[config.mk]
export PLATFORM = sky130hd
export DESIGN_NAME = spi_xfer_ctrl
export DESIGN_NICKNAME = d
export VERILOG_FILES = /design/src/rtl/spi_xfer_ctrl.sv
export SDC_FILE = /design/constraint.sdc
export NUM_CORES = 1
export LEC_CHECK = 0
export BUFFER_PORTS_ARGS = -buffer_cell sky130_fd_sc_hd__buf_4
export CAP_MARGIN = 20
export CORE_ASPECT_RATIO = 1.5
export CORE_MARGIN = 3
export CORE_UTILIZATION = 50
export DETAILED_ROUTE_END_ITERATION = 12
export PLACE_DENSITY = 0.67
export REMOVE_ABC_BUFFERS = 1
export SLEW_MARGIN = 30
export SYNTH_ARGS = -nofsm -noshare
export SYNTH_HDL_FRONTEND = slang
export SYNTH_SLANG_ARGS = --single-unit
[constraint.sdc]
create_clock -name clk -period 3.4 [get_ports clk]
set_input_delay 0.68 -clock clk [delete_from_list [all_inputs] [get_ports clk]]
set_output_delay 0.68 -clock clk [all_outputs]
set_load 0.01 [all_outputs]
[src/rtl/spi_xfer_ctrl.sv]
// spi_xfer_ctrl: runs frames of xfer_len full-duplex bytes over spi_physical,
// buffering outgoing and returned bytes in TX and RX FIFOs.
module spi_xfer_ctrl #(
    parameter int FIFO_DEPTH = 16
) (
    input  logic       clk,
    input  logic       rst,
    input  logic       start,
    input  logic [7:0] xfer_len,
    input  logic       tx_valid,
    input  logic [7:0] tx_data,
    output logic       tx_ready,
    output logic       rx_valid,
    output logic [7:0] rx_data,
    input  logic       rx_ready,
    input  logic       flush,
    output logic       busy,
    output logic       done,
    output logic       tx_underrun,
    output logic       rx_overflow,
    output logic       ena,
    output logic [7:0] data_in,
    input  logic       new_byte,
    input  logic [7:0] data_out,
    input  logic       system_idle
);
    localparam int AW = $clog2(FIFO_DEPTH);
    localparam int CW = AW + 1;
    localparam logic [CW-1:0] FULL = CW'(FIFO_DEPTH);

    localparam logic [1:0] IDLE  = 2'd0;
    localparam logic [1:0] SHIFT = 2'd1;
    localparam logic [1:0] DRAIN = 2'd2;

    logic [1:0] state_q, state_d;
    logic [8:0] remaining_q, remaining_d;
    logic ena_q, ena_d, busy_q, busy_d, done_q, done_d;
    logic underrun_q, underrun_d, overflow_q, overflow_d;

    logic [7:0] tx_mem_q [FIFO_DEPTH];
    logic [7:0] tx_mem_d [FIFO_DEPTH];
    logic [7:0] rx_mem_q [FIFO_DEPTH];
    logic [7:0] rx_mem_d [FIFO_DEPTH];
    logic [AW-1:0] tx_wr_q, tx_wr_d, tx_rd_q, tx_rd_d;
    logic [AW-1:0] rx_wr_q, rx_wr_d, rx_rd_q, rx_rd_d;
    logic [CW-1:0] tx_cnt_q, tx_cnt_d, rx_cnt_q, rx_cnt_d;

    logic byte_ev, clr, tx_push, tx_pop, rx_push, rx_pop;

    assign tx_ready    = (tx_cnt_q != FULL);
    assign rx_valid    = (rx_cnt_q != '0);
    assign rx_data     = rx_mem_q[rx_rd_q];
    assign data_in     = (tx_cnt_q != '0) ? tx_mem_q[tx_rd_q] : 8'h00;
    assign ena         = ena_q;
    assign busy        = busy_q;
    assign done        = done_q;
    assign tx_underrun = underrun_q;
    assign rx_overflow = overflow_q;

    always_comb begin
        byte_ev = (state_q == SHIFT) && new_byte;
        clr     = flush && (state_q == IDLE);
        tx_push = tx_valid && tx_ready;
        tx_pop  = byte_ev && (tx_cnt_q != '0);
        rx_pop  = rx_valid && rx_ready;
        // a full RX still accepts when the head leaves in the same cycle
        rx_push = byte_ev && ((rx_cnt_q != FULL) || rx_pop);

        tx_mem_d = tx_mem_q;
        rx_mem_d = rx_mem_q;
        if (tx_push) tx_mem_d[tx_wr_q] = tx_data;
        if (rx_push) rx_mem_d[rx_wr_q] = data_out;

        tx_wr_d  = tx_wr_q + AW'(tx_push);
        tx_rd_d  = tx_rd_q + AW'(tx_pop);
        tx_cnt_d = tx_cnt_q + CW'(tx_push) - CW'(tx_pop);
        rx_wr_d  = rx_wr_q + AW'(rx_push);
        rx_rd_d  = rx_rd_q + AW'(rx_pop);
        rx_cnt_d = rx_cnt_q + CW'(rx_push) - CW'(rx_pop);
        if (clr) begin
            tx_wr_d  = '0;
            tx_rd_d  = '0;
            tx_cnt_d = '0;
            rx_wr_d  = '0;
            rx_rd_d  = '0;
            rx_cnt_d = '0;
        end
    end

    always_comb begin
        state_d     = state_q;
        remaining_d = remaining_q;
        ena_d       = ena_q;
        busy_d      = busy_q;
        done_d      = 1'b0;
        underrun_d  = underrun_q;
        overflow_d  = overflow_q;
        unique case (state_q)
            IDLE: begin
                if (start) begin
                    underrun_d = 1'b0;
                    overflow_d = 1'b0;
                    if (xfer_len != 8'd0) begin
                        state_d     = SHIFT;
                        remaining_d = {1'b0, xfer_len};
                        ena_d       = 1'b1;
                        busy_d      = 1'b1;
                    end else begin
                        done_d = 1'b1;
                    end
                end
            end
            SHIFT: begin
                if (new_byte) begin
                    remaining_d = remaining_q - 9'd1;
                    if (tx_cnt_q == '0) underrun_d = 1'b1;
                    if (!rx_push) overflow_d = 1'b1;
                    if (remaining_q == 9'd1) begin
                        state_d = DRAIN;
                        ena_d   = 1'b0;
                    end
                end
            end
            DRAIN: begin
                if (system_idle) begin
                    state_d = IDLE;
                    busy_d  = 1'b0;
                    done_d  = 1'b1;
                end
            end
            default: begin
                state_d = IDLE;
                ena_d   = 1'b0;
                busy_d  = 1'b0;
            end
        endcase
    end

    always_ff @(posedge clk) begin
        tx_mem_q <= tx_mem_d;
        rx_mem_q <= rx_mem_d;
    end

    always_ff @(posedge clk) begin
        if (rst) begin
            state_q     <= IDLE;
            remaining_q <= '0;
            ena_q       <= 1'b0;
            busy_q      <= 1'b0;
            done_q      <= 1'b0;
            underrun_q  <= 1'b0;
            overflow_q  <= 1'b0;
            tx_wr_q     <= '0;
            tx_rd_q     <= '0;
            tx_cnt_q    <= '0;
            rx_wr_q     <= '0;
            rx_rd_q     <= '0;
            rx_cnt_q    <= '0;
        end else begin
            state_q     <= state_d;
            remaining_q <= remaining_d;
            ena_q       <= ena_d;
            busy_q      <= busy_d;
            done_q      <= done_d;
            underrun_q  <= underrun_d;
            overflow_q  <= overflow_d;
            tx_wr_q     <= tx_wr_d;
            tx_rd_q     <= tx_rd_d;
            tx_cnt_q    <= tx_cnt_d;
            rx_wr_q     <= rx_wr_d;
            rx_rd_q     <= rx_rd_d;
            rx_cnt_q    <= rx_cnt_d;
        end
    end
endmodule

-- Yosys cells after proc, flatten, opt, wreduce, memory -nomap -nowiden
Cells that the tools add are included.
- $add $sub $neg: 9
- multipliers: 0
- div/mod/pow operators: 0
- order comparisons: 6
- eq/ne operators: 12
- shift operators: 0
- muxes and demuxes: 41
- bitwise operators: 6
- reduce and logical (&&, ||, !) cells: 22
- operators by type and width (cell ; number):
    bitwise mux 128 bit ; 2
    binary-select mux 8 bit (select 4 bit) ; 2
    demux 8 bit (select 4 bit) ; 2
    2-to-1 mux 8 bit ; 7
    2-to-1 mux 9 bit ; 3
    greater-or-equal comparator 5 bit (second input constant) ; 4
    inverter 4 -> 5 bit ; 4
    one-hot mux 9 bit (2 select lines) ; 1
    adder 4 x 1 -> 4 bit ; 4
    AND reduction 4 bit ; 4
    2-to-1 mux 1 bit ; 13
    adder 5 x 1 -> 5 bit ; 2
    < comparator 5 x 1 -> 1 bit (second input constant) ; 2
    2-to-1 mux 2 bit ; 5
    != test 5 bit (second input constant) ; 2
    AND reduction 5 bit ; 2
    nonzero test 5 bit ; 2
    subtractor 5 x 1 -> 5 bit ; 2
    equality test 9 x 1 -> 1 bit (second input constant) ; 1
    subtractor 9 x 1 -> 9 bit (second input constant) ; 1
    logical AND 1 bit ; 8
    != test 2 bit (second input constant) ; 4
    nonzero test 8 bit ; 1
    != test 2 x 1 -> 1 bit (second input constant) ; 3
    11 further kinds ; 15
- flip-flop bits (word level): 298
- bits in latches: 0
- bits in writable memories: 0
- bits in read-only memories: 0
- input bits: 32
- output and inout bits: 23
- memories kept: 0

-- Longest topological paths before layout
Gate-level depths: netlist (run 1).
- word-level depth: 7
- mapped depth: 14
- mapped depth without buffers: 13

-- Worst setup path after synthesis (run 1)
OpenSTA, ideal clock, no wires.
- path type: reg-to-reg
- start point: register rx_cnt_q[3]
- end point: register rx_cnt_q[4]
- library setup time: 0.070 ns
- arrival: 2.852 ns
- required time: 3.330 ns
- path slack: 0.478 ns
- stages on the path, launching flop included: 14
- buffers on the path: 0
- cells stage by stage: dfxtp_1 > inv_1 > ha_1 > or3b_2 > nand2b_1 > and2_1 > ha_1 > inv_1 > ha_1 > fa_1 > a21oi_1 > nor2_1 > or3_1 > a21oi_1
- word-level cells in the longest chain between the ends: 6
- elaborated cells on any way between the ends: 7
- classes of those cells: add/sub: 2; eq/ne: 1; reduce/logical: 4
- ends and longest elaborated chain (what ; line ; RTL):
    from (decl) ; 46 ; logic [CW-1:0] tx_cnt_q, tx_cnt_d, rx_cnt_q, rx_cnt_d;
    from (signal assigned) ; 172 ; rx_cnt_q <= rx_cnt_d;
    nonzero test 5 bit (*) ; 51 ; assign rx_valid = (rx_cnt_q != '0);
    net rx_valid ; 13 ; output logic rx_valid,
    logical AND 1 bit (*) ; 65 ; rx_pop = rx_valid && rx_ready;
    logical OR 1 bit ; 67 ; rx_push = byte_ev && ((rx_cnt_q != FULL) || rx_pop);
    logical AND 1 bit ; 67 ;
    adder 5 x 1 -> 5 bit ; 79 ; rx_cnt_d = rx_cnt_q + CW'(rx_push) - CW'(rx_pop);
    subtractor 5 x 1 -> 5 bit (*) ; 79 ;
The timed path passes the listed nets; every way through them passes the cells marked *.
A chain may end at the register's enable or synchronous reset.

-- Final worst setup path (run 1)
- start point: register rx_cnt_q[3]
- end point: register rx_cnt_q[4]
- word-level cells in the longest chain between the ends: 6
- elaborated cells on any way between the ends: 7
- classes of those cells: add/sub: 2; eq/ne: 1; reduce/logical: 4
- ends and longest elaborated chain (what ; line):
    nonzero test 5 bit ; 51
    logical AND 1 bit ; 65
    logical OR 1 bit ; 67
    logical AND 1 bit ; 67
    adder 5 x 1 -> 5 bit ; 79
    subtractor 5 x 1 -> 5 bit (*) ; 79
Every way passes the cells marked *; elsewhere a longest branch is shown, timed or not.

==> flow_summary_export.csv, run 1 <==
group,metric,value,unit
sta,worstMarginPinSlew,0.945,ns
clock_tree,hold_buffers,0,
route,wl_per_cell,20.5,um
sta,skew,0.0151,ns
clock_tree,cts_resized,0,
placement,hpwlAfterDp,15200,um
route,highest_layer,"met4",
worst_setup_path,end_kind,"flip-flop",
worst_setup_path,r2r_cells,13,
worst_setup_path,r2r_end,"rx_cnt_q[4]",
yosys,postSynthRegisterBits,298,
floorplanning,ioPinCount,55,
worst_setup_path,cp_top_family,"simple AND/OR/NAND/NOR gates",
worst_setup_path,crit_start,"rx_cnt_q[3]",
clock_tree,cts_tree,"done",
layout,syn_to_final_growth,14.7,%
placement,post-place-ws,0.370,ns
clock_tree,cts-buffers-inserted,28,
min_path,hold_depth,2,
clock_tree,cts.clk_slew.worst_paths,0.06,ns
route,wl_met2,12600,um
clock_tree,clock_sinks,298,
route,routed_wl,22200,um
route,routed-wl-met3,692,um
sta,rsz0062_at_grt,"false",
worst_setup_path,worst_path_max_delay_cell,"or3b_2",
layout,diodes,0,
worst_setup_path,critPathKind,"reg2reg",
sta,finalHoldViolCount,0,
run,drv_cap,0,
clock_tree,clockBufferDepth,3,
placement,portBuffers,54,
yosys,syn_area_per_cell,18.0,um2
clock_tree,htree_levels,1,
grt,grt_usage,0.175,
clock_tree,clock_latency,0.53,ns
worst_setup_path,cp.required,3.84,ns
yosys,synthCells,671,
floorplanning,start_util,0.508,
grt,grt_pass1_vias,6630,
grt,grt_antenna_before_repair,0,
route,via_count,6043,
grt,grt_pass1_wl,36000,um
worst_setup_path,worstPathMaxFanout,3,
route,drc_errors,0,
floorplanning,die_h,196,um
power_and_ir_drop,peakVddDrop,0.000495,V
yosys,ys.warnings.count,0,
worst_setup_path,r2r_setup_slack,0.35,ns
yosys,async_reset_ff_frac,0,
route,final_antenna_net_count,0,
worst_setup_path,critical_path.most_common_cell,"ha_1",
yosys,synth-edff-count,256,
grt,grt_max_degree,35,
outcome,status,"finished, final reports clean",
sta,fin_crit,3.05,ns
sta,holdWs,0.369,ns
power_and_ir_drop,total_power,0.00876,W
power_and_ir_drop,p_per_area,633,nW/um2
yosys,ys_types,50,
route,met1_length,8340,um
sta,fin_ws,0.353,ns
worst_setup_path,start_kind,"flip-flop",
sta,setup_tns,0,ns
yosys,synth_top_flop_cell,"edfxtp_1",
clock_tree,root_buffer,"clkbuf_16",
route,drtIter0Drc,364,
sta,fmax,328,MHz
clock_tree,cts_setup_buffers,0,
sta,post-route-period-util,0.896,
worst_setup_path,crit_end,"rx_cnt_q[4]",
yosys,syn_area,12100,um2
route,drt-vias-per-instance,5.59,
layout,final_cell_mix,"edfxtp_1 (256), buf_4 (74), mux4_2 (72), nor2_1 (48), dfxtp_1 (40)",
layout,drive_gt1_frac,0.262,
floorplanning,die-area,26100,um2
sta,maxSlewViolCount,0,
min_path,hold_path.class,"in2reg",
floorplanning,core,23700,um2
power_and_ir_drop,p_leak,4.53,nW
placement,place_congestion,0.804,
sta,max_slew_margin,0.368,
yosys,yosysSeqAreaShare,0.707,
floorplanning,die_width,133,um
layout,final_common_cell,"edfxtp_1",
grt,grt-ovfl-total,0,
worst_setup_path,worst-path-stages,13,
worst_setup_path,path_buf_inv,2,
layout,final_nets,796,
route,drtPass1Iterations,5,
floorplanning,rows,69,
worst_setup_path,crit_chain,"inv_1 -> ha_1 -> or3b_2 -> nand2b_1 -> and2_1 -> ha_1 -> inv_1 -> ha_1 -> fa_1 -> a21oi_1 -> nor2_1 -> or3_1 -> a21oi_1",
sta,final-setup-viol-count,0,
worst_setup_path,crit_arrival,3.49,ns
worst_setup_path,crit_path_max_incr_delay,0.47,ns
worst_setup_path,r2r-start,"rx_cnt_q[3]",
-- metal layers --
metal	up-vias	track usage
li1	2788	-
met1	3086	0.202
met2	128	0.333
met3	41	0.0231
met4	0	0.0582
met5	-	0
-- metrics by stage --
step           instances  instance area, um2  utilization
3_5_place_dp        1029               12800        0.541
4_1_cts             1081               13800        0.583
5_1_grt             1081               13800        0.583
6_report            1081               13800        0.583
2_1_floorplan        635               11900            -
3_3_place_gp        1029               12800        0.541
-- cell usage after synthesis, drive strengths merged, types with 2 or more instances --
master | instances | area, um2
xnor2 | 8 | 70.1
o31ai | 2 | 15.0
nor2b | 2 | 12.5
nand3b | 4 | 30.0
a211oi | 3 | 22.5
nand3 | 10 | 50.1
nor2 | 48 | 180
o21ai | 9 | 45.0
ha | 22 | 275
nor4 | 3 | 18.8
nand4bb | 2 | 22.5
a21oi | 21 | 105
or3 | 5 | 32.5
nand2b | 7 | 43.8
a31oi | 2 | 12.5
a21o | 7 | 52.6
dfxtp | 42 | 841
o22ai | 8 | 50.1
mux2i | 17 | 170
nand2 | 16 | 60.1
nor3 | 12 | 60.1
or4 | 2 | 15.0
clkbuf | 21 | 98.9
inv | 19 | 71.3
buf | 14 | 87.6
fa | 2 | 40.0
xor2 | 6 | 52.6
and2 | 15 | 93.8
mux4 | 72 | 1620
edfxtp | 256 | 7690
-- worst register-to-register path, delay by kind of cell, from the launching register on --
kind / cells / cell delay [ns]
AND/OR/NAND/NOR: 5 / 1.21
adder cells (fa/ha/maj): 4 / 1.01
flip-flops: 1 / 0.32
AO/OA/AOI/OAI: 2 / 0.31
buffers and inverters: 2 / 0.12
-- power breakdown --
part / internal (W) / leakage [nW] / switching (W) / total, W
clock: 0.00199 / 0.491 / 0.00127 / 0.00327
combinational: 0.000666 / 1.39 / 0.000686 / 0.00135
sequential: 0.00407 / 2.65 / 0.0000647 / 0.00414
-- cell type report --
class,instances,area (um2)
repair buffers,75,576
clock buffers,35,768
clock inverters,17,229
multi-input cells,318,3270
well taps,319,399
fillers,1791,9900
inverters,19,71.3
flip-flops and latches,298,8530
-- flip-flops by register name, summed over array words and instances (netlist names) --
name / flops
tx_wr_q: 4
done: 1
rx_overflow: 1
tx_cnt_q: 5
rx_mem_q: 128
tx_mem_q: 128
rx_rd_q: 4
rx_wr_q: 4
tx_underrun: 1
ena: 1
busy: 1
tx_rd_q: 4
state_q: 2
rx_cnt_q: 5
remaining_q: 9
-- worst min-delay path by stage --
stage                         startpoint              to  slack [ns]
after floorplan           remaining_q[1]  remaining_q[1]        0.45
after global placement              busy            busy        0.45
after detailed placement  remaining_q[1]  remaining_q[1]        0.48
after CTS                          start     rx_overflow        0.34
after global routing               start     rx_overflow        0.35
final                              start     rx_overflow        0.37
-- cell families (layout without fill, tap and decap cells) --
kind of cell             Yosys count  after routing  synth area share
XOR/XNOR                          14             14            0.0102
AND/OR/NAND/NOR                  130            130            0.0538
adder cells (fa/ha/maj)           24             24            0.0261
multiplexers                      89             89             0.149
AO/OA/AOI/OAI                     61             61            0.0320
flip-flops                       298            298             0.707
buffers and inverters             55            146            0.0224
(Power assumes the default switching activity.)
==> run 2, diff against run 1 <==
Settings changed: ABC_AREA set to 1.
==> run 2 against run 1 <==
  * Sequential share of layout area decreased by 1.1 points
  * Global-route usage increased by 3.7 points
  * Core utilization decreased by 0.85 points
  * Critical path depth decreased by 4
  * Sequential power about the same
  * Non-clock buffer count decreased by 12
  * Via count increased by 39%
  * Worst setup slack got worse by 0.033 ns
  * Register-to-register slack improved by 0.36 ns
==> flow_summary_export.csv, run 2 <==
group,metric,value,unit
worst_setup_path,start_kind,"flip-flop",
grt,grt_pass1_wl,44300,um
power_and_ir_drop,p_per_area,635,nW/um2
yosys,synth-edff-count,256,
route,drtIter0Drc,648,
yosys,yosysTopAreaCell,"edfxtp_1",
clock_tree,cts-buffers-inserted,28,
clock_tree,cts.clk_slew.worst_paths,0.06,ns
yosys,ys.warnings.count,0,
worst_setup_path,crit_chain,"inv_2 -> buf_12 -> nand2_1 -> nand3_1 -> nand3_1 -> nand2_1 -> nand2_1 -> a21oi_1 -> buf_4",
worst_setup_path,r2r-start,"state_q[0]",
layout,ff_latch_area,8530,um2
sta,fin_crit,3.08,ns
worst_setup_path,cp.required,2.72,ns
yosys,async_reset_ff_frac,0,
yosys,synth_common_cells,"edfxtp_1 (256), nand2_1 (220), nor2_1 (146)",
yosys,synthTopCellsByArea,"edfxtp_1 (62%), dfxtp_1 (6.7%), nand2_1 (6.6%), nand3_1 (5.3%), nor2_1 (4.4%)",
layout,final_cell_mix,"edfxtp_1 (256), nand2_1 (220), nor2_1 (146), nand3_1 (132), o21ai_0 (79)",
layout,final_nets,1224,
sta,maxSlewViolCount,0,
worst_setup_path,path_buf_inv,3,
clock_tree,clock_sinks,298,
yosys,syn_area,12500,um2
power_and_ir_drop,intPower,0.00652,W
worst_setup_path,end_kind,"primary output",
sta,skew,0.00885,ns
clock_tree,cts_resized,0,
floorplanning,die_width,135,um
grt,grt-ovfl-total,0,
power_and_ir_drop,p_comb_frac,0.184,
worst_setup_path,crit_arrival,2.40,ns
sta,finalHoldViolCount,0,
layout,diodes,0,
sta,max_slew_margin,0.436,
floorplanning,start_util,0.510,
placement,hpwlAfterDp,18800,um
placement,place_inst,1462,
sta,rsz0062_at_grt,"false",
layout,final_cells,1512,
grt,grt_max_degree,70,
layout,multi_input_area,3480,um2
route,drtPass1Iterations,5,
clock_tree,htree_levels,1,
placement,place_congestion,0.873,
sta,fin_ws,0.320,ns
worst_setup_path,r2r_cells,8,
route,drt-vias-per-instance,5.57,
layout,drive_gt1_frac,0.0960,
grt,grt_pass1_vias,8214,
layout,design_area,14100,um2
yosys,synthCells,1128,
power_and_ir_drop,power.net_switching,0.00241,W
floorplanning,ioPinCount,55,
layout,syn_to_final_growth,12.7,%
yosys,yosysMostFrequentCell,"edfxtp_1",
layout,fill_cells,2073,
outcome,status,"finished, final reports clean",
floorplanning,core,24500,um2
clock_tree,clock_latency,0.53,ns
yosys,yosysSeqAreaShare,0.682,
power_and_ir_drop,sw_frac_of_total,0.270,
placement,placed_area,13200,um2
clock_tree,root_buffer,"clkbuf_16",
floorplanning,rows,70,
power_and_ir_drop,clock_power_share,0.350,
sta,fmax,325,MHz
worst_setup_path,crit_start,"tx_rd_q[0]",
clock_tree,clockBufferDepth,3,
yosys,synth_top_area_share,0.615,
worst_setup_path,worstPathMaxFanout,38,
sta,holdWs,0.410,ns
yosys,postSynthRegisterBits,298,
min_path,hold_path.class,"in2reg",
route,routed_wl,28800,um
worst_setup_path,critPathKind,"reg2out",
worst_setup_path,cp_top_family,"buffers and inverters",
worst_setup_path,crit_path_max_incr_delay,0.37,ns
worst_setup_path,worst_path_max_delay_cell,"inv_2",
sta,worstMarginPinSlew,0.843,ns
power_and_ir_drop,p_leak,5.07,nW
clock_tree,cts_tree,"done",
grt,grt_antenna_before_repair,0,
grt,grt_usage,0.213,
min_path,hold_depth,2,
sta,post-route-period-util,0.906,
floorplanning,die-area,27000,um2
run,drv_cap,0,
layout,final_common_cell,"edfxtp_1",
route,final_antenna_net_count,0,
layout,largestRegisters,"rx_mem_q (128), tx_mem_q (128), remaining_q (9)",
worst_setup_path,r2r_setup_slack,0.71,ns
clock_tree,hold_buffers,0,
yosys,syn_area_per_cell,11.1,um2
floorplanning,die_h,200,um
worst_setup_path,r2r_end,"rx_mem_q[41]",
power_and_ir_drop,power.share.sequential,0.466,
sta,final-setup-viol-count,0,
route,drc_errors,0,
worst_setup_path,crit_end,"data_in[7]",
yosys,synth_top_flop_cell,"edfxtp_1",
placement,portBuffers,54,
clock_tree,cts_setup_buffers,0,
power_and_ir_drop,peakVddDrop,0.000441,V
placement,post-place-ws,0.741,ns
worst_setup_path,worst-path-stages,9,
yosys,ys_types,34,
worst_setup_path,critical_path.most_common_cell,"nand2_1",
route,wl_per_cell,19.1,um
route,via_count,8415,
## run 2: logic make-up after synthesis
group,share of synthesized area
XOR/XNOR,0.00561
AND/OR/NAND/NOR,0.172
buffers and inverters,0.0388
adder cells (fa/ha/maj),0.0252
AO/OA/AOI/OAI,0.0757
flip-flops,0.682
## run 2: power by group through the flow
stage	Combinational, W	Clock, W	Sequential, W
finish	0.00165	0.00313	0.00416
global route	0.00186	0.00332	0.00418
CTS	0.00166	0.00318	0.00417
detailed placement	0.00165	0	0.00424
global placement	0.00162	0	0.00424
floorplan	0.000964	0	0.00429
## run 2: layout make-up
class / instances / share of cell area
flip-flops and latches: 298 / 0.606
multi-input cells: 710 / 0.247
clock buffers: 34 / 0.0529
repair buffers: 63 / 0.0354
well taps: 324 / 0.0288
inverters: 67 / 0.0179
clock inverters: 16 / 0.0123
## run 2: metal layers
layer / global-route usage / vias to the layer above / part of all wire
li1: - / 4021 / -
met1: 0.247 / 4064 / 0.38
met2: 0.400 / 258 / 0.54
met3: 0.0242 / 72 / 0.047
met4: 0.0837 / 0 / 0.037
met5: 0 / - / 0
## run 2: worst min path at each step
| stage | start | to | slack, ns |
|---|---|---|---|
| 4_1_cts | rst | state_q[1] | 0.40 |
| 3_3_place_gp | busy | busy | 0.46 |
| 2_1_floorplan | remaining_q[3] | remaining_q[3] | 0.46 |
| 3_5_place_dp | ena | ena | 0.47 |
| 6_report | rst | state_q[1] | 0.41 |
| 5_1_grt | rst | state_q[1] | 0.42 |
## run 2: metrics by stage
step,TNS (ns),power (W),util
after floorplan,-0.889,0.00525,-
after CTS,0,0.00900,0.574
after global routing,0,0.00935,0.574
after detailed placement,0,0.00589,0.537
final,0,0.00894,0.574
after global placement,0,0.00586,0.537
